$ cat src/rtl/scale_ctrl_pkg.sv
// Shared types and constants for the 4:5 down-scaler frame control path.
package scale_ctrl_pkg;

  typedef enum logic [1:0] {
    ST_IDLE  = 2'd0,
    ST_RUN   = 2'd1,
    ST_DRAIN = 2'd2,
    ST_DONE  = 2'd3
  } seq_state_t;

  localparam int SCALE_PIPE_DEPTH = 4;
  localparam int MIN_DIM          = 2;

endpackage

$ cat src/rtl/scale_frame_sequencer_raster_counter.sv
// Raster x/y position counter with synchronous clear; flags the last column and last pixel.
module raster_counter #(
  parameter int W = 12
) (
  input  logic         clk,
  input  logic         rst_n,
  input  logic         clr,
  input  logic         en,
  input  logic [W-1:0] width,
  input  logic [W-1:0] height,
  output logic [W-1:0] x,
  output logic [W-1:0] y,
  output logic         last_col,
  output logic         last_pixel
);

  localparam logic [W-1:0] ONE = {{(W-1){1'b0}}, 1'b1};

  logic [W-1:0] x_q, x_d;
  logic [W-1:0] y_q, y_d;

  assign x = x_q;
  assign y = y_q;

  // Next position: clear wins, otherwise advance on enable and wrap at the row end.
  always_comb begin
    last_col   = (x_q == (width - ONE));
    last_pixel = last_col && (y_q == (height - ONE));
    x_d        = x_q;
    y_d        = y_q;
    if (clr) begin
      x_d = '0;
      y_d = '0;
    end else if (en) begin
      if (last_col) begin
        x_d = '0;
        y_d = y_q + ONE;
      end else begin
        x_d = x_q + ONE;
        y_d = y_q;
      end
    end else begin
      x_d = x_q;
      y_d = y_q;
    end
  end

  // Position registers.
  always_ff @(posedge clk or negedge rst_n) begin
    if (!rst_n) begin
      x_q <= '0;
      y_q <= '0;
    end else begin
      x_q <= x_d;
      y_q <= y_d;
    end
  end

endmodule

$ cat src/rtl/scale_frame_sequencer.sv
// Frame controller for the 4:5 bilinear down-scaler: feeds a clean raster, drains the
// scaler pipeline and counts scaled output pixels.
module scale_frame_sequencer
  import scale_ctrl_pkg::*;
#(
  parameter int LUMA_BITS  = 8,
  parameter int COORD_BITS = 12,
  parameter int PIPE_DEPTH = SCALE_PIPE_DEPTH
) (
  input  logic                    clk,
  input  logic                    reset,
  input  logic                    start,
  input  logic                    abort,
  input  logic [COORD_BITS-1:0]   cfg_width,
  input  logic [COORD_BITS-1:0]   cfg_height,
  input  logic [LUMA_BITS-1:0]    src_pixel,
  input  logic                    src_valid,
  output logic                    src_ready,
  output logic [COORD_BITS-1:0]   scl_width,
  output logic [LUMA_BITS-1:0]    scl_pixel,
  output logic                    scl_valid,
  output logic [COORD_BITS-1:0]   scl_x,
  output logic [COORD_BITS-1:0]   scl_y,
  input  logic                    scl_out_valid,
  output logic                    busy,
  output logic                    done,
  output logic                    aborted,
  output logic                    cfg_err,
  output logic [2*COORD_BITS-1:0] out_count
);

  localparam int CW = 2 * COORD_BITS;
  localparam int DW = $clog2(PIPE_DEPTH + 2);
  localparam logic [DW-1:0]         DRAIN_LOAD = DW'(PIPE_DEPTH);
  localparam logic [DW-1:0]         DRAIN_ONE  = {{(DW-1){1'b0}}, 1'b1};
  localparam logic [CW-1:0]         CNT_ONE    = {{(CW-1){1'b0}}, 1'b1};
  localparam logic [COORD_BITS-1:0] MIN_DIM_C  = COORD_BITS'(MIN_DIM);

  seq_state_t            state_q, state_d;
  logic [COORD_BITS-1:0] width_q, width_d, height_q, height_d;
  logic [DW-1:0]         drain_q, drain_d;
  logic [LUMA_BITS-1:0]  scl_pixel_q, scl_pixel_d;
  logic [COORD_BITS-1:0] scl_x_q, scl_x_d, scl_y_q, scl_y_d;
  logic [CW-1:0]         out_count_q, out_count_d;
  logic src_ready_q, src_ready_d, scl_valid_q, scl_valid_d, busy_q, busy_d;
  logic done_q, done_d, aborted_q, aborted_d, cfg_err_q, cfg_err_d;

  logic                  beat, frame_end, rc_clr, rc_en, rc_last_col, rc_last_pixel;
  logic [COORD_BITS-1:0] rc_x, rc_y;

  assign beat      = src_valid && src_ready_q;
  assign frame_end = beat && rc_last_col && rc_last_pixel;

  raster_counter #(.W(COORD_BITS)) u_raster (
    .clk        (clk),
    .rst_n      (reset),
    .clr        (rc_clr),
    .en         (rc_en),
    .width      (width_q),
    .height     (height_q),
    .x          (rc_x),
    .y          (rc_y),
    .last_col   (rc_last_col),
    .last_pixel (rc_last_pixel)
  );

  // Next-state and next-output logic for the frame sequencer.
  always_comb begin
    state_d     = state_q;
    width_d     = width_q;
    height_d    = height_q;
    drain_d     = drain_q;
    scl_pixel_d = scl_pixel_q;
    scl_x_d     = scl_x_q;
    scl_y_d     = scl_y_q;
    scl_valid_d = 1'b0;
    aborted_d   = aborted_q;
    cfg_err_d   = 1'b0;
    out_count_d = out_count_q;
    rc_clr      = 1'b0;
    rc_en       = 1'b0;

    // Output pixels only count while the scaler can still be emitting this frame.
    if (((state_q == ST_RUN) || (state_q == ST_DRAIN)) && scl_out_valid && (out_count_q != '1)) begin
      out_count_d = out_count_q + CNT_ONE;
    end else begin
      out_count_d = out_count_q;
    end

    case (state_q)
      ST_IDLE: begin
        if (start && (cfg_width >= MIN_DIM_C) && (cfg_height >= MIN_DIM_C)) begin
          state_d     = ST_RUN;
          width_d     = cfg_width;
          height_d    = cfg_height;
          aborted_d   = 1'b0;
          out_count_d = '0;
          rc_clr      = 1'b1;
        end else if (start) begin
          cfg_err_d = 1'b1;
        end else begin
          state_d = ST_IDLE;
        end
      end
      ST_RUN: begin
        rc_en = beat;
        if (beat) begin
          scl_pixel_d = src_pixel;
          scl_valid_d = 1'b1;
          scl_x_d     = rc_x;
          scl_y_d     = rc_y;
        end else begin
          scl_valid_d = 1'b0;
        end
        if (abort) begin
          state_d   = ST_DRAIN;
          aborted_d = 1'b1;
          drain_d   = DRAIN_LOAD;
        end else if (frame_end) begin
          state_d = ST_DRAIN;
          drain_d = DRAIN_LOAD;
        end else begin
          state_d = ST_RUN;
        end
      end
      ST_DRAIN: begin
        if (drain_q == '0) begin
          state_d = ST_DONE;
        end else begin
          drain_d = drain_q - DRAIN_ONE;
        end
      end
      ST_DONE: begin
        state_d = ST_IDLE;
      end
      default: begin
        state_d = ST_IDLE;
      end
    endcase

    busy_d      = (state_d != ST_IDLE);
    src_ready_d = (state_d == ST_RUN);
    done_d      = (state_d == ST_DONE);
  end

  // State and registered outputs.
  always_ff @(posedge clk or negedge reset) begin
    if (!reset) begin
      state_q     <= ST_IDLE;
      width_q     <= '0;
      height_q    <= '0;
      drain_q     <= '0;
      scl_pixel_q <= '0;
      scl_x_q     <= '0;
      scl_y_q     <= '0;
      out_count_q <= '0;
      src_ready_q <= 1'b0;
      scl_valid_q <= 1'b0;
      busy_q      <= 1'b0;
      done_q      <= 1'b0;
      aborted_q   <= 1'b0;
      cfg_err_q   <= 1'b0;
    end else begin
      state_q     <= state_d;
      width_q     <= width_d;
      height_q    <= height_d;
      drain_q     <= drain_d;
      scl_pixel_q <= scl_pixel_d;
      scl_x_q     <= scl_x_d;
      scl_y_q     <= scl_y_d;
      out_count_q <= out_count_d;
      src_ready_q <= src_ready_d;
      scl_valid_q <= scl_valid_d;
      busy_q      <= busy_d;
      done_q      <= done_d;
      aborted_q   <= aborted_d;
      cfg_err_q   <= cfg_err_d;
    end
  end

  assign src_ready = src_ready_q;
  assign scl_width = width_q;
  assign scl_pixel = scl_pixel_q;
  assign scl_valid = scl_valid_q;
  assign scl_x     = scl_x_q;
  assign scl_y     = scl_y_q;
  assign busy      = busy_q;
  assign done      = done_q;
  assign aborted   = aborted_q;
  assign cfg_err   = cfg_err_q;
  assign out_count = out_count_q;

endmodule

$ cat config.mk
export PLATFORM = sky130hd
export DESIGN_NAME = scale_frame_sequencer
export DESIGN_NICKNAME = d
export VERILOG_FILES = /design/src/rtl/scale_ctrl_pkg.sv /design/src/rtl/scale_frame_sequencer_raster_counter.sv /design/src/rtl/scale_frame_sequencer.sv
export SDC_FILE = /design/constraint.sdc
export NUM_CORES = 1
export LEC_CHECK = 0
export BUFFER_PORTS_ARGS = -buffer_cell sky130_fd_sc_hd__buf_2
export CORE_MARGIN = 10
export CORE_UTILIZATION = 30
export CTS_CLUSTER_DIAMETER = 150
export DETAILED_ROUTE_END_ITERATION = 7
export HOLD_SLACK_MARGIN = 0.1
export SLEW_MARGIN = 10
export SYNTH_ARGS = -nofsm -noshare
export SYNTH_HDL_FRONTEND = slang
export SYNTH_SLANG_ARGS = --single-unit
$ cat constraint.sdc
create_clock -name clk -period 5.7 [get_ports clk]
set_input_delay 1.14 -clock clk [delete_from_list [all_inputs] [get_ports clk]]
set_output_delay 1.14 -clock clk [all_outputs]
set_load 0.02 [all_outputs]
==> impl_metrics.py <==
metrics = {
    "run_status": {
        "status": "finished, final reports clean",
    },
    "cts": {
        "cts.path.max_buffers": 2,
        "path_clk_slew_ns": 0.06,
        "hold_buffers": 0,
        "htreeDepth": 4,
        "cts_tree": "built",
        "numCtsBuffers": 17,
        "cts_resized": 0,
        "clock_sinks": 115,
        "post_cts_buffers": 0,
        "root_buffer": "clkbuf_16",
        "clk_latency_ns": 0.42,
    },
    "cells_and_area": {
        "multi_input_area_sq_mm": 0.00283,
        "nNetsFinal": 835,
        "drive_above_1_share_pct": 19.5,
        "fin_cells": 1067,
        "regArea_sq_mm": 0.00288,
        "final_cell_area_sq_mm": 0.00736,
        "synthToLayoutAreaGrowth_pct": 24.9,
        "fill_cells": 2060,
        "final_core_utilization_pct": 38.0,
    },
    "global_route": {
        "grt_max_degree": 78,
        "grt_overflow": 0,
        "grt_usage_pct": 12.6,
        "grt_pass1_vias": 4986,
        "grt_pass1_wl_mm": 26.4,
        "antenna_found_initial": 8,
    },
    "floorplan": {
        "core_sq_mm": 0.0194,
        "ios": 112,
        "die-area_sq_mm": 0.0257,
        "die_height_microns": 160,
        "die_x_microns": 160,
        "core.rowCount": 51,
        "initial_utilization_pct": 30.4,
    },
    "critical_path": {
        "arrival_ns": 4.36,
        "crit_required_ns": 6.03,
        "r2r_start": "scl_width[0]",
        "r2r_cells": 10,
        "r2r_end": "u_raster.y[11]",
        "cp-start-kind": "flip-flop",
        "path_class": "reg -> reg",
        "timing.critical_path.to_type": "flip-flop",
        "rrSetupSlack_ns": 1.67,
        "cp_max_fo": 8,
    },
    "routing": {
        "viasPerCell": 4.73,
        "post_drt_wl_per_cell_microns": 14.9,
        "ant_nets": 0,
        "first_iter_violations": 263,
        "drtPass1Iterations": 4,
        "num_vias": 5042,
        "wl_mm": 15.9,
        "route.detailed.drc": 0,
    },
    "sta": {
        "setup_viol": 0,
        "fmax_mhz": 248,
        "fin_hold_ws_ns": 0.465,
        "max_slew.worst_pin.slew_ns": 1.09,
        "relSlewSlack_pct": 26.2,
        "finalHoldViolCount": 0,
        "fin_crit_ns": 4.03,
        "finClkSkew_ns": 0.00825,
        "rsz0062_at_grt": "no",
        "maxSlewViolCount": 0,
        "fin_crit_sh_pct": 70.7,
        "timing.setup.tns_ns": 0,
    },
    "min_path": {
        "holdPathEnd": "scl_x[7]",
        "min_from": "scl_x[7]",
        "worst_hold_path_type": "reg -> reg",
        "whs_path_depth": 2,
    },
    "placed_design": {
        "place_area_sq_mm": 0.00674,
        "io_buffer_count": 111,
        "hpwl_mm": 11.4,
        "dp.cells": 1031,
        "place_congestion": 0.813,
    },
    "yosys": {
        "syn-num-nets": 725,
        "syn_area_per_cell_sq_um": 8.73,
        "netlist_area_sq_mm": 0.00590,
        "synth_edf_count": 0,
        "ys_seq_elements": 115,
        "synthCells": 675,
        "yosys_warnings": 0,
        "yosysUniqueCellTypes": 46,
        "synthArstFlopShare_pct": 100,
        "ys_seq_area_share_pct": 48.8,
        "synth_ff_type": "dfrtp_1",
    },
    "job": {
        "maxCapViolCount": 0,
    },
    "power_and_ir_drop": {
        "switching_power_mw": 1.21,
        "clkPwrFrac_pct": 34.0,
        "ir_drop_v": 0.000260,
        "p_leak_nw": 3.63,
        "combPwrFrac_pct": 31.1,
        "cellInternalPower_mw": 2.05,
        "powerDensity_mw_per_mm2": 443,
        "swShare_pct": 37.1,
        "p_seq_share_pct": 34.9,
    },
}
[synth_stat cells (2+ instances only)]
cell        n  area share (%)
a21o_1      2            0.25
and2_1      3            0.32
nor3b_1     2            0.25
a21oi_1    30             2.5
o22a_1      2            0.30
nor4_1      8            0.85
ha_1       12             2.5
xor2_1     35             5.2
nand3_1    24             2.0
o31ai_1     5            0.64
buf_2       2            0.17
clkbuf_1   23             1.5
or3_1      12             1.3
and3_1     10             1.1
nand2_1   185              12
o211ai_1    5            0.64
nor3_1     18             1.5
inv_1      24             1.5
nand2b_1    4            0.42
dfrtp_1   115              49
mux2i_1     2            0.34
or4_1      11             1.4
nor2_1     47             3.0
a31oi_1     4            0.42
and4_1      4            0.59
nor4b_1     2            0.30
nand4_1    13             1.4
nand3b_1    7            0.89
xnor2_1    25             3.7
o21ai_0    23             2.0
[critical path, stage by stage, from the launching register on]
cell       delay [ns]
dfrtp_1          0.42
inv_1            0.09
ha_1             0.22
or3b_1           0.46
or3_1            0.39
a2111oi_2        0.38
nor3_1           0.13
or4_1            0.69
or3_1            0.47
or4_1            0.53
a21oi_1          0.17
[per-layer routing]
layer | wire (microns) | vias to the layer above | track usage [%] | share of wire (%)
met5 | 41 | - | 0 | 0.26
met4 | 257 | 6 | 4.38 | 1.6
met3 | 1090 | 23 | 5.14 | 6.9
met2 | 6910 | 122 | 18.5 | 44
met1 | 7550 | 2377 | 16.3 | 48
li1 | - | 2514 | - | -
[through the flow]
step / power, mW / setup slack (ns)
6_report: 3.26 / 1.67
5_1_grt: 3.49 / 1.38
4_1_cts: 3.30 / 1.65
3_5_place_dp: 2.17 / 1.71
3_3_place_gp: 2.16 / 1.78
2_1_floorplan: 1.85 / 1.83
[how the worst max path moves through the flow]
stage	from	end	slack, ns
2_1_floorplan	scl_width[0]	u_raster.y[11]	1.83
3_3_place_gp	scl_width[0]	u_raster.y[11]	1.78
3_5_place_dp	scl_width[0]	u_raster.y[11]	1.71
4_1_cts	scl_width[0]	u_raster.y[11]	1.65
5_1_grt	scl_width[0]	u_raster.y[11]	1.38
6_report	scl_width[0]	u_raster.y[11]	1.67
[power by group through the flow]
stage | registers (mW) | clock network [mW] | logic [mW]
after floorplan | 1.22 | 0 | 0.634
after global placement | 1.15 | 0 | 1.01
after detailed placement | 1.15 | 0 | 1.02
after CTS | 1.14 | 1.14 | 1.03
after global routing | 1.17 | 1.18 | 1.15
final | 1.14 | 1.11 | 1.01
[cells in the final DEF (no fill, tap or decap), types with 3 or more instances in the layout]
master	synthesis	layout
nand3b_1	7	7
o31ai_1	5	5
clkinvlp_4	0	4
inv_1	24	24
xor2_1	35	35
dfrtp_1	115	115
buf_4	0	7
and4_1	4	4
nand4_1	13	13
or3_1	12	12
nand2b_1	4	4
xnor2_1	25	25
nor3_1	18	18
diode_2	0	4
ha_1	12	12
or4_1	11	11
bufinv_16	0	3
o211ai_1	5	5
and3_1	10	10
clkbuf_16	0	17
nand2_1	185	185
nor2_1	47	47
inv_6	0	4
buf_2	2	110
a31oi_1	4	4
nor4_1	8	8
o21ai_0	23	23
a21oi_1	30	30
nand3_1	24	23
[registers in the layout, indices dropped and copies added, names as in the netlist]
name / cells
scl_y: 12
state_q: 2
busy: 1
scl_pixel: 8
scl_x: 12
u_raster.y: 12
scl_width: 12
out_count: 24
aborted: 1
height_q: 12
src_ready: 1
u_raster.x: 12
done: 1
cfg_err: 1
drain_q: 3
scl_valid: 1
[cells by family after synthesis]
logic type / after synthesis / synth area share, %
AND/OR/NAND/NOR: 354 / 27.6
adder cells (fa/ha/maj): 13 / 2.72
buffers and inverters: 50 / 3.23
flip-flops: 115 / 48.8
XOR/XNOR: 60 / 8.91
multiplexers: 2 / 0.340
AO/OA/AOI/OAI: 81 / 8.38
[layout make-up]
| class | instances | share of cell area, % |
|---|---|---|
| Timing Repair Buffer | 117 | 8.19 |
| Sequential cell | 115 | 39.1 |
| Clock inverter | 14 | 2.41 |
| Antenna cell | 4 | 0.136 |
| Inverter | 24 | 1.22 |
| Clock buffer | 18 | 5.96 |
| Multi-Input combinational cell | 510 | 38.5 |
| Tap cell | 265 | 4.50 |
(Power assumes the default switching activity.)
